**src/rtl/gfx_elim_sequencer.sv**
```systemverilog
// gfx_elim_sequencer: column controller for the single-pass GF(2^m) systemizer.
// Turns a row-serial element stream into op/factor/start/data beats for the
// processor_B cell chain, bubbles on starvation, appends a flush row to drain
// the held pivot row, and reports done/fail.
// Optional build macro GFX_SEQ_STALL_CNT_EN adds the stall_cnt output.
module gfx_elim_sequencer #(
  parameter int unsigned WIDTH   = 8,
  parameter int unsigned ROW_LEN = 16,
  parameter int unsigned N_ROWS  = 8
) (
  input  logic             clk,
  input  logic             rst_n,
  input  logic             go,
  input  logic             in_valid,
  output logic             in_ready,
  input  logic [WIDTH-1:0] in_data,
  input  logic             in_lead_nz,
  input  logic [WIDTH-1:0] in_fac,
  output logic [WIDTH-1:0] pe_data,
  output logic [WIDTH-1:0] pe_fac,
  output logic [1:0]       pe_op,
  output logic             pe_start,
  output logic             pe_valid,
  output logic             busy,
  output logic             done,
`ifdef GFX_SEQ_STALL_CNT_EN
  output logic             fail,
  output logic [15:0]      stall_cnt
`else
  output logic             fail
`endif
);

  localparam int unsigned EW = $clog2(ROW_LEN);
  localparam int unsigned RW = (N_ROWS > 1) ? $clog2(N_ROWS) : 1;

  localparam logic [1:0] OP_PASS   = 2'b00;
  localparam logic [1:0] OP_SWAP   = 2'b01;
  localparam logic [1:0] OP_ELIM   = 2'b10;
  localparam logic [1:0] OP_INVADD = 2'b11;

  typedef enum logic [1:0] {
    S_IDLE  = 2'd0,
    S_RUN   = 2'd1,
    S_FLUSH = 2'd2,
    S_DONE  = 2'd3
  } state_t;

  state_t           r_state;
  logic [EW-1:0]    r_ecnt;
  logic [RW-1:0]    r_rcnt;
  logic             r_pivot_pending;
  logic [1:0]       r_row_op;
  logic             r_in_ready;
  logic [WIDTH-1:0] r_pe_data;
  logic [WIDTH-1:0] r_pe_fac;
  logic [1:0]       r_pe_op;
  logic             r_pe_start;
  logic             r_pe_valid;
  logic             r_busy;
  logic             r_done;
  logic             r_fail;
`ifdef GFX_SEQ_STALL_CNT_EN
  logic [15:0]      r_stall_cnt;
`endif

  logic       w_row_first;
  logic       w_row_last;
  logic       w_pass_last;
  logic [1:0] w_new_op;

  assign w_row_first = (r_ecnt == '0);
  assign w_row_last  = (r_ecnt == EW'(ROW_LEN - 1));
  assign w_pass_last = w_row_last && (r_rcnt == RW'(N_ROWS - 1));

  // Row op chosen from the pivot state and this row's leading element
  always_comb begin
    w_new_op = OP_ELIM;
    if (r_pivot_pending) begin
      w_new_op = in_lead_nz ? OP_INVADD : OP_SWAP;
    end
  end

  // Sequencer FSM with all chain-facing outputs registered (1-cycle latency)
  always_ff @(posedge clk) begin
    if (!rst_n) begin
      r_state         <= S_IDLE;
      r_ecnt          <= '0;
      r_rcnt          <= '0;
      r_pivot_pending <= 1'b1;
      r_row_op        <= OP_PASS;
      r_in_ready      <= 1'b0;
      r_pe_data       <= '0;
      r_pe_fac        <= '0;
      r_pe_op         <= OP_PASS;
      r_pe_start      <= 1'b0;
      r_pe_valid      <= 1'b0;
      r_busy          <= 1'b0;
      r_done          <= 1'b0;
      r_fail          <= 1'b0;
`ifdef GFX_SEQ_STALL_CNT_EN
      r_stall_cnt     <= '0;
`endif
    end else begin
      // Idle/bubble beat unless a state below issues a real one; pe_fac holds
      r_pe_valid <= 1'b0;
      r_pe_start <= 1'b0;
      r_pe_op    <= OP_PASS;
      r_pe_data  <= '0;
      r_done     <= 1'b0;
      case (r_state)
        S_IDLE: begin
          if (go) begin
            r_state         <= S_RUN;
            r_ecnt          <= '0;
            r_rcnt          <= '0;
            r_fail          <= 1'b0;
            r_pivot_pending <= 1'b1;
            r_in_ready      <= 1'b1;
            r_busy          <= 1'b1;
`ifdef GFX_SEQ_STALL_CNT_EN
            r_stall_cnt     <= '0;
`endif
          end
        end
        S_RUN: begin
          if (in_valid) begin
            r_pe_valid <= 1'b1;
            r_pe_data  <= in_data;
            r_pe_start <= w_row_first;
            if (w_row_first) begin
              r_pe_op  <= w_new_op;
              r_row_op <= w_new_op;
              r_pe_fac <= in_fac;
              if (r_pivot_pending && in_lead_nz) begin
                r_pivot_pending <= 1'b0;
              end
            end else begin
              r_pe_op <= r_row_op;
            end
            if (w_row_last) begin
              r_ecnt <= '0;
              if (w_pass_last) begin
                r_state    <= S_FLUSH;
                r_in_ready <= 1'b0;
              end else begin
                r_rcnt <= r_rcnt + RW'(1);
              end
            end else begin
              r_ecnt <= r_ecnt + EW'(1);
            end
          end else begin
`ifdef GFX_SEQ_STALL_CNT_EN
            if (r_stall_cnt != 16'hFFFF) begin
              r_stall_cnt <= r_stall_cnt + 16'd1;
            end
`endif
          end
        end
        S_FLUSH: begin
          r_pe_valid <= 1'b1;
          r_pe_op    <= OP_SWAP;
          r_pe_fac   <= '0;
          r_pe_start <= w_row_first;
          if (w_row_last) begin
            r_ecnt  <= '0;
            r_state <= S_DONE;
          end else begin
            r_ecnt <= r_ecnt + EW'(1);
          end
        end
        S_DONE: begin
          r_done  <= 1'b1;
          r_fail  <= r_pivot_pending;
          r_busy  <= 1'b0;
          r_state <= S_IDLE;
        end
        default: begin
          r_state <= S_IDLE;
        end
      endcase
    end
  end

  assign in_ready  = r_in_ready;
  assign pe_data   = r_pe_data;
  assign pe_fac    = r_pe_fac;
  assign pe_op     = r_pe_op;
  assign pe_start  = r_pe_start;
  assign pe_valid  = r_pe_valid;
  assign busy      = r_busy;
  assign done      = r_done;
  assign fail      = r_fail;
`ifdef GFX_SEQ_STALL_CNT_EN
  assign stall_cnt = r_stall_cnt;
`endif

endmodule

```
**config.mk**
```make
export PLATFORM = sky130hd
export DESIGN_NAME = gfx_elim_sequencer
export DESIGN_NICKNAME = d
export VERILOG_FILES = /design/src/rtl/gfx_elim_sequencer.sv
export SDC_FILE = /design/constraint.sdc
export NUM_CORES = 1
export LEC_CHECK = 0
export CAP_MARGIN = 20
export CELL_PAD_IN_SITES_DETAIL_PLACEMENT = 1
export CELL_PAD_IN_SITES_GLOBAL_PLACEMENT = 2
export CORE_MARGIN = 3
export CORE_UTILIZATION = 30
export CTS_BUF_LIST = sky130_fd_sc_hd__clkbuf_4 sky130_fd_sc_hd__clkbuf_8
export DETAILED_ROUTE_END_ITERATION = 6
export PLACE_DENSITY_LB_ADDON = 0.1
export REMOVE_ABC_BUFFERS = 1
export SLEW_MARGIN = 20
export SYNTH_ARGS = -nofsm -noshare
export SYNTH_HDL_FRONTEND = slang
export SYNTH_SLANG_ARGS = --single-unit
```
**constraint.sdc**
```tcl
create_clock -name clk -period 2.8 [get_ports clk]
set_input_delay 0.7 -clock clk [delete_from_list [all_inputs] [get_ports clk]]
set_output_delay 0.7 -clock clk [all_outputs]
set_load 0.005 [all_outputs]
```
== Word level (Yosys, flattened, before mapping) ==
Cells that the tools add are included.
Operators by class
  $add $sub $neg: 2
  equal/unequal tests: 13
  multiplexer cells: 40
  reduce and logical (&&, ||, !) cells: 17
Operator list (number)
  5-bit AND reduction: 4
  2-bit two-way mux: 9
  8-bit two-way mux: 2
  2-bit != test (second input constant): 8
  8-bit one-hot mux with 2 select lines: 1
  3-bit two-way mux: 4
  4-bit two-way mux: 3
  1-bit one-hot mux with 2 select lines: 6
  4-bit one-hot mux with 3 select lines: 1
  1-bit two-way mux: 11
  3-bit AND reduction: 3
  2-bit one-hot mux with 4 select lines: 1
  3-bit one-hot mux with 2 select lines: 1
  2-bit nonzero test: 3
  4-bit by 1-bit adder with 4-bit output (second input constant): 1
  2-bit equality test (second input constant): 2
  4-bit equality test (second input constant): 1
  4-bit zero test: 1
  2-bit one-hot mux with 2 select lines: 1
  2-bit AND reduction: 2
  3-bit by 1-bit adder with 3-bit output (second input constant): 1
  3-bit equality test (second input constant): 1
  3-bit nonzero test: 1
  2-bit by 1-bit equality test with 1-bit output (second input constant): 1
  2 further kinds: 3
Storage, ports and cells
  flip-flop bits (word level): 36
  output and inout port bits: 24
  word-level logic and storage cells: 86

== Longest topological paths before layout ==
  word-level depth: 6
  depth in mapped cells: 8
  gate-level depth less buffers: 6

== Least setup slack after synthesis ==
No wires, ideal clock.
  path type: register to register
  start point: register r_state[1]
  end point: register r_ecnt[2]
  setup time: 0.070 ns
  arrival time: 1.618 ns
  required time: 2.730 ns
  path slack: 1.112 ns
  stages on the path, launching flop included: 8
  path buffers: 1
  period minus slack after synthesis: 1.688 ns
  cells stage by stage: dfxtp_1 > inv_1 > ha_1 > clkbuf_1 > inv_1 > o2111ai_1 > or3b_2 > a21oi_1
Between the ends
  word-level cells in the longest chain between the ends: 3
  elaborated cells on any way between the ends: 8
RTL lines
  from (decl): line 49  | state_t r_state;
  from (signal assigned): line 87  | r_state <= S_IDLE;
  from (signal assigned): line 114  | r_state <= S_RUN;
  from (signal assigned): line 144  | r_state <= S_FLUSH;
  2-bit by 1-bit equality test with 1-bit output, or another cell as far along: line 111  | case (r_state)
  2-bit != test (no source line) or 3-bit nonzero test (tied branches)
  3-bit AND reduction (no source line)
  to (signal assigned): line 150  | r_ecnt <= r_ecnt + EW'(1);
  to (signal assigned): line 169  | r_ecnt <= r_ecnt + EW'(1);
  to (decl): line 50  | logic [EW-1:0] r_ecnt;
Several ways; a longest one is shown, not always the timed one.
A chain may end at the register's enable or synchronous reset.

== Final worst setup path ==
  start point: input port in_valid
  end point: register r_pe_fac[0] (netlist: pe_fac[0])
Between the ends
  word-level cells in the longest chain between the ends: 2
RTL lines
  from (decl): line 14  | input logic in_valid,
  2-bit != test (no source line)
  3-bit AND reduction (no source line)
  to (signal assigned): line 134  | r_pe_fac <= in_fac;
  to (decl): line 56  | logic [WIDTH-1:0] r_pe_fac;
Every way passes these cells.

==> impl_results.md <==
* Count of inserted antenna diode cells at 0
* Total vias in the final route at 1,341
* Largest fanout of any net on the critical path at 16
* Number of stages on the worst hold path at 2
* Count of buffering cells on the critical path with inverters included at 1
* Worst Tran Pin Value at 0.666 ns
* Final routed DRC violation total at 0
* Buffers on Ports at 44
* DIE WIDTH at 77.1 µm
* Status: completed
* Vias per inst at 4.77
* Final-report setup violation count at 0
* Detailed placement HPWL at 3250 µm
* Final cell area excluding filler cells at 2140 µm²
* R2R Setup Slk at 0.87 ns
* TritonCTS clock tree: yes
* Pin count of the biggest net entering global routing at 17
* Global-route wire length before repair at 7090 µm
* Min-Delay Endpoint: pe_fac[1]
* Crit path time final at 2.10 ns
* Required arrival time at the worst endpoint at 3.02 ns
* Root buffer selected by CTS: clkbuf_8
* Power share of the sequential group at 35.5%
* P_leak at 0.809 nW
* Data arrival time of the critical path at 2.31 ns
* Portion of total power attributed to combinational logic at 40.5%
* EDFF count, synth at 0
* Cell area after synthesis at 1520 µm²
* Gr ovfl total at 0
* Ratio of total power to cell area at 897 nW/µm²
* Net switching share of the total power at 34.1%
* CTS sink count at 36
* Cell at the slowest stage of the critical path: or3b_2
* Initial antenna violation count at 0
* Count of final max-slew check failures at 0
* Power spent charging and discharging nets at 0.655 mW
* Routed Antenna Nets at 0
* Reg2reg end: pe_fac[0]
* Unrepaired setup endpoints after global routing: no
* Path class of the lowest-slack min-delay path: reg -> reg
* Number of rows in the core area at 25
* Final routed wirelength across all metal layers at 4170 µm
* Number of detailed-routing iterations run before antenna repair at 4
* Post-CTS resize count at 0
* Synthesized instance count at 165
* Kind of cell adding the most delay to the critical path: simple AND/OR/NAND/NOR gates
* Via count of the first global-routing pass at 1,452
* Layout cells sized above 1 at 9.81%
* Clock transition at the register clock pins on the worst setup and hold paths after CTS at 0.07 ns
* Worst ir drop on vdd at 0.293 mV
* Most used DFF post-synth: dfxtp_1
* Hold-fix buffers, CTS at 0
* Yosys top cell by area: dfxtp_1
* Initial core utilization at 31.5%
* Relative contribution of the clock network to total power at 24.0%
* Register area share after synthesis at 47.5%
* Maximum level of the CTS H-tree at 2
* Fraction of synthesized cell area taken by the top area cell type at 47.5%
* Number of hold violations in the final report at 0
* Number of max-capacitance violations reported at 0
* P&R area growth vs syn at 41.2%
* Overall track demand over capacity in global routing at 15.1%
* Number of nets in the layout at 243
* Setup crit end kind: register
* Clock latency of the later-clocked register in the worst-skew pair at 0.29 ns
* Maximum cell stage delay along the critical path at 0.52 ns
* Critical Path, Cell by Cell: clkdlybuf4s50_1 > and4bb_2 > o21ai_2 > or3b_2 > a21oi_1
* Placed instance area at 2030 µm²
* Placer Congestion at 0.849
* Worst r2r path cells at 6
* Crit Path Class: in -> reg
* Setup tns final at 0 ns
* Top-Level Pins at 45
* Ys Warns at 0
* Largest cells by area after synthesis: dfxtp_1, ha_1, a21oi_1, nand2_1, or3b_2
* Setup Buffers After CTS at 0
* Worst slew margin relative to its limit at 55.5%
* Internal power contribution at 1.27 mW
* Number of unique standard cell types used by synthesis at 35
* FMAX at 477 MHz
* Launch point of the worst reg-to-reg path: r_state[1]
* DR iter-0 viols at 34
* Worst Skew at 0.00518 ns
* WL per Instance at 14.8 µm
* Share of flip-flops with an asynchronous set or reset after synthesis at 0%
* Post-synthesis area per instance at 9.19 µm²
* Clk buf depth at 2
* Die H at 77.1 µm
* Startpoint Class: primary input
* Number of storage elements in the synthesis netlist at 36
* Final critical-path share of the clock period at 74.9%
* Hold Path Origin: pe_fac[1]
* Clock buffer count from CTS at 5
* Area of the core at 4820 µm²
* Die Area at 5940 µm²
==> cell families (layout without fill, tap and decap cells) <==
| logic type | after synthesis | after routing | synth area share (%) |
|---|---|---|---|
| mux | 3 | 3 | 2.06 |
| fa+ha+maj | 9 | 9 | 7.43 |
| buf+inv | 13 | 62 | 3.71 |
| simple gates | 69 | 69 | 25.5 |
| flops | 36 | 36 | 47.5 |
| compound gates | 35 | 35 | 13.8 |
==> synth_stat cells, drive strengths merged, types with 2 or more instances <==
master / instances
a21oi: 15
a31oi: 2
and2: 9
and3: 3
clkbuf: 4
dfxtp: 36
ha: 9
inv: 8
mux2i: 2
nand2: 19
nand3: 6
nor2: 11
nor2b: 3
nor3: 2
o21ai: 9
or3: 2
or3b: 9
==> worst max-delay path by stage <==
stage / start / to / slack (ns) / depth (start not counted)
4_1_cts: in_valid / pe_fac[5] / 0.71 / 5
3_3_place_gp: rst_n / r_rcnt[1] / 0.47 / 5
5_1_grt: rst_n / r_rcnt[0] / 0.63 / 5
3_5_place_dp: in_valid / pe_fac[5] / 0.41 / 5
6_report: in_valid / pe_fac[0] / 0.70 / 5
2_1_floorplan: in_valid / pe_fac[0] / 1.08 / 4
==> worst reg2reg max path: stages (launching register included) <==
cell and delay, ns:
dfxtp_1 0.39, inv_1 0.10, ha_1 0.31, inv_1 0.17, o21ai_2 0.20, or3b_2 0.52, a21oi_1 0.16
==> through the flow <==
step           hold slack [ns]  worst slack (ns)  utilization [%]  instances  power [mW]
3_3_place_gp             0.437             0.473             42.1        273        1.44
2_1_floorplan            0.440              1.08                -        160        1.13
3_5_place_dp             0.453             0.407             42.1        273        1.47
5_1_grt                  0.483             0.629             44.4        281        2.07
4_1_cts                  0.464             0.712             44.4        281        1.95
6_report                 0.457             0.704             44.4        281        1.92
==> layer usage <==
| layer | GRT usage, % | vias to the layer above | wire length (µm) |
|---|---|---|---|
| met4 | 5.34 | 0 | 37 |
| li1 | - | 665 | - |
| met5 | 0 | - | 0 |
| met1 | 16.9 | 648 | 1820 |
| met2 | 26.9 | 24 | 2140 |
| met3 | 4.81 | 4 | 170 |
==> layout by cell type, fill, tap and decap left out, types with 2 or more instances in the layout <==
cell	netlist	routed
or3_1	2	2
nor2b_1	3	3
nand2_1	19	19
nor2_1	11	11
inv_1	8	8
o21ai_0	8	8
a31oi_1	2	2
mux2i_1	2	2
and2_1	9	9
dfxtp_1	36	36
or3b_2	7	7
a21oi_1	15	15
nor3_1	2	2
and3_1	3	3
clkdlybuf4s50_1	0	44
clkbuf_8	0	5
nand3_1	6	6
buf_4	0	2
or3b_1	2	2
ha_1	9	9
==> power groups by stage <==
stage / sequential (mW) / combinational (mW) / clock [mW]
2_1_floorplan: 0.690 / 0.445 / 0
4_1_cts: 0.682 / 0.786 / 0.481
3_3_place_gp: 0.687 / 0.753 / 0
3_5_place_dp: 0.693 / 0.778 / 0
6_report: 0.681 / 0.778 / 0.462
5_1_grt: 0.695 / 0.876 / 0.500
==> flip-flops by register name, summed over array words and instances, names as in the netlist <==
name,cells
pe_op,2
pe_data,8
r_pivot_pending,1
r_state,2
busy,1
r_ecnt,4
in_ready,1
fail,1
r_row_op,2
pe_valid,1
pe_fac,8
pe_start,1
done,1
r_rcnt,3
==> area by class of cell <==
class	count	area, µm²
fillers	590	2680
multi-input cells	116	739
clock buffers	6	76.3
well taps	67	83.8
inverters	8	30.0
flip-flops and latches	36	721
repair buffers	46	455
clock inverters	2	35.0
No activity file was read; power rests on OpenSTA's default activity.
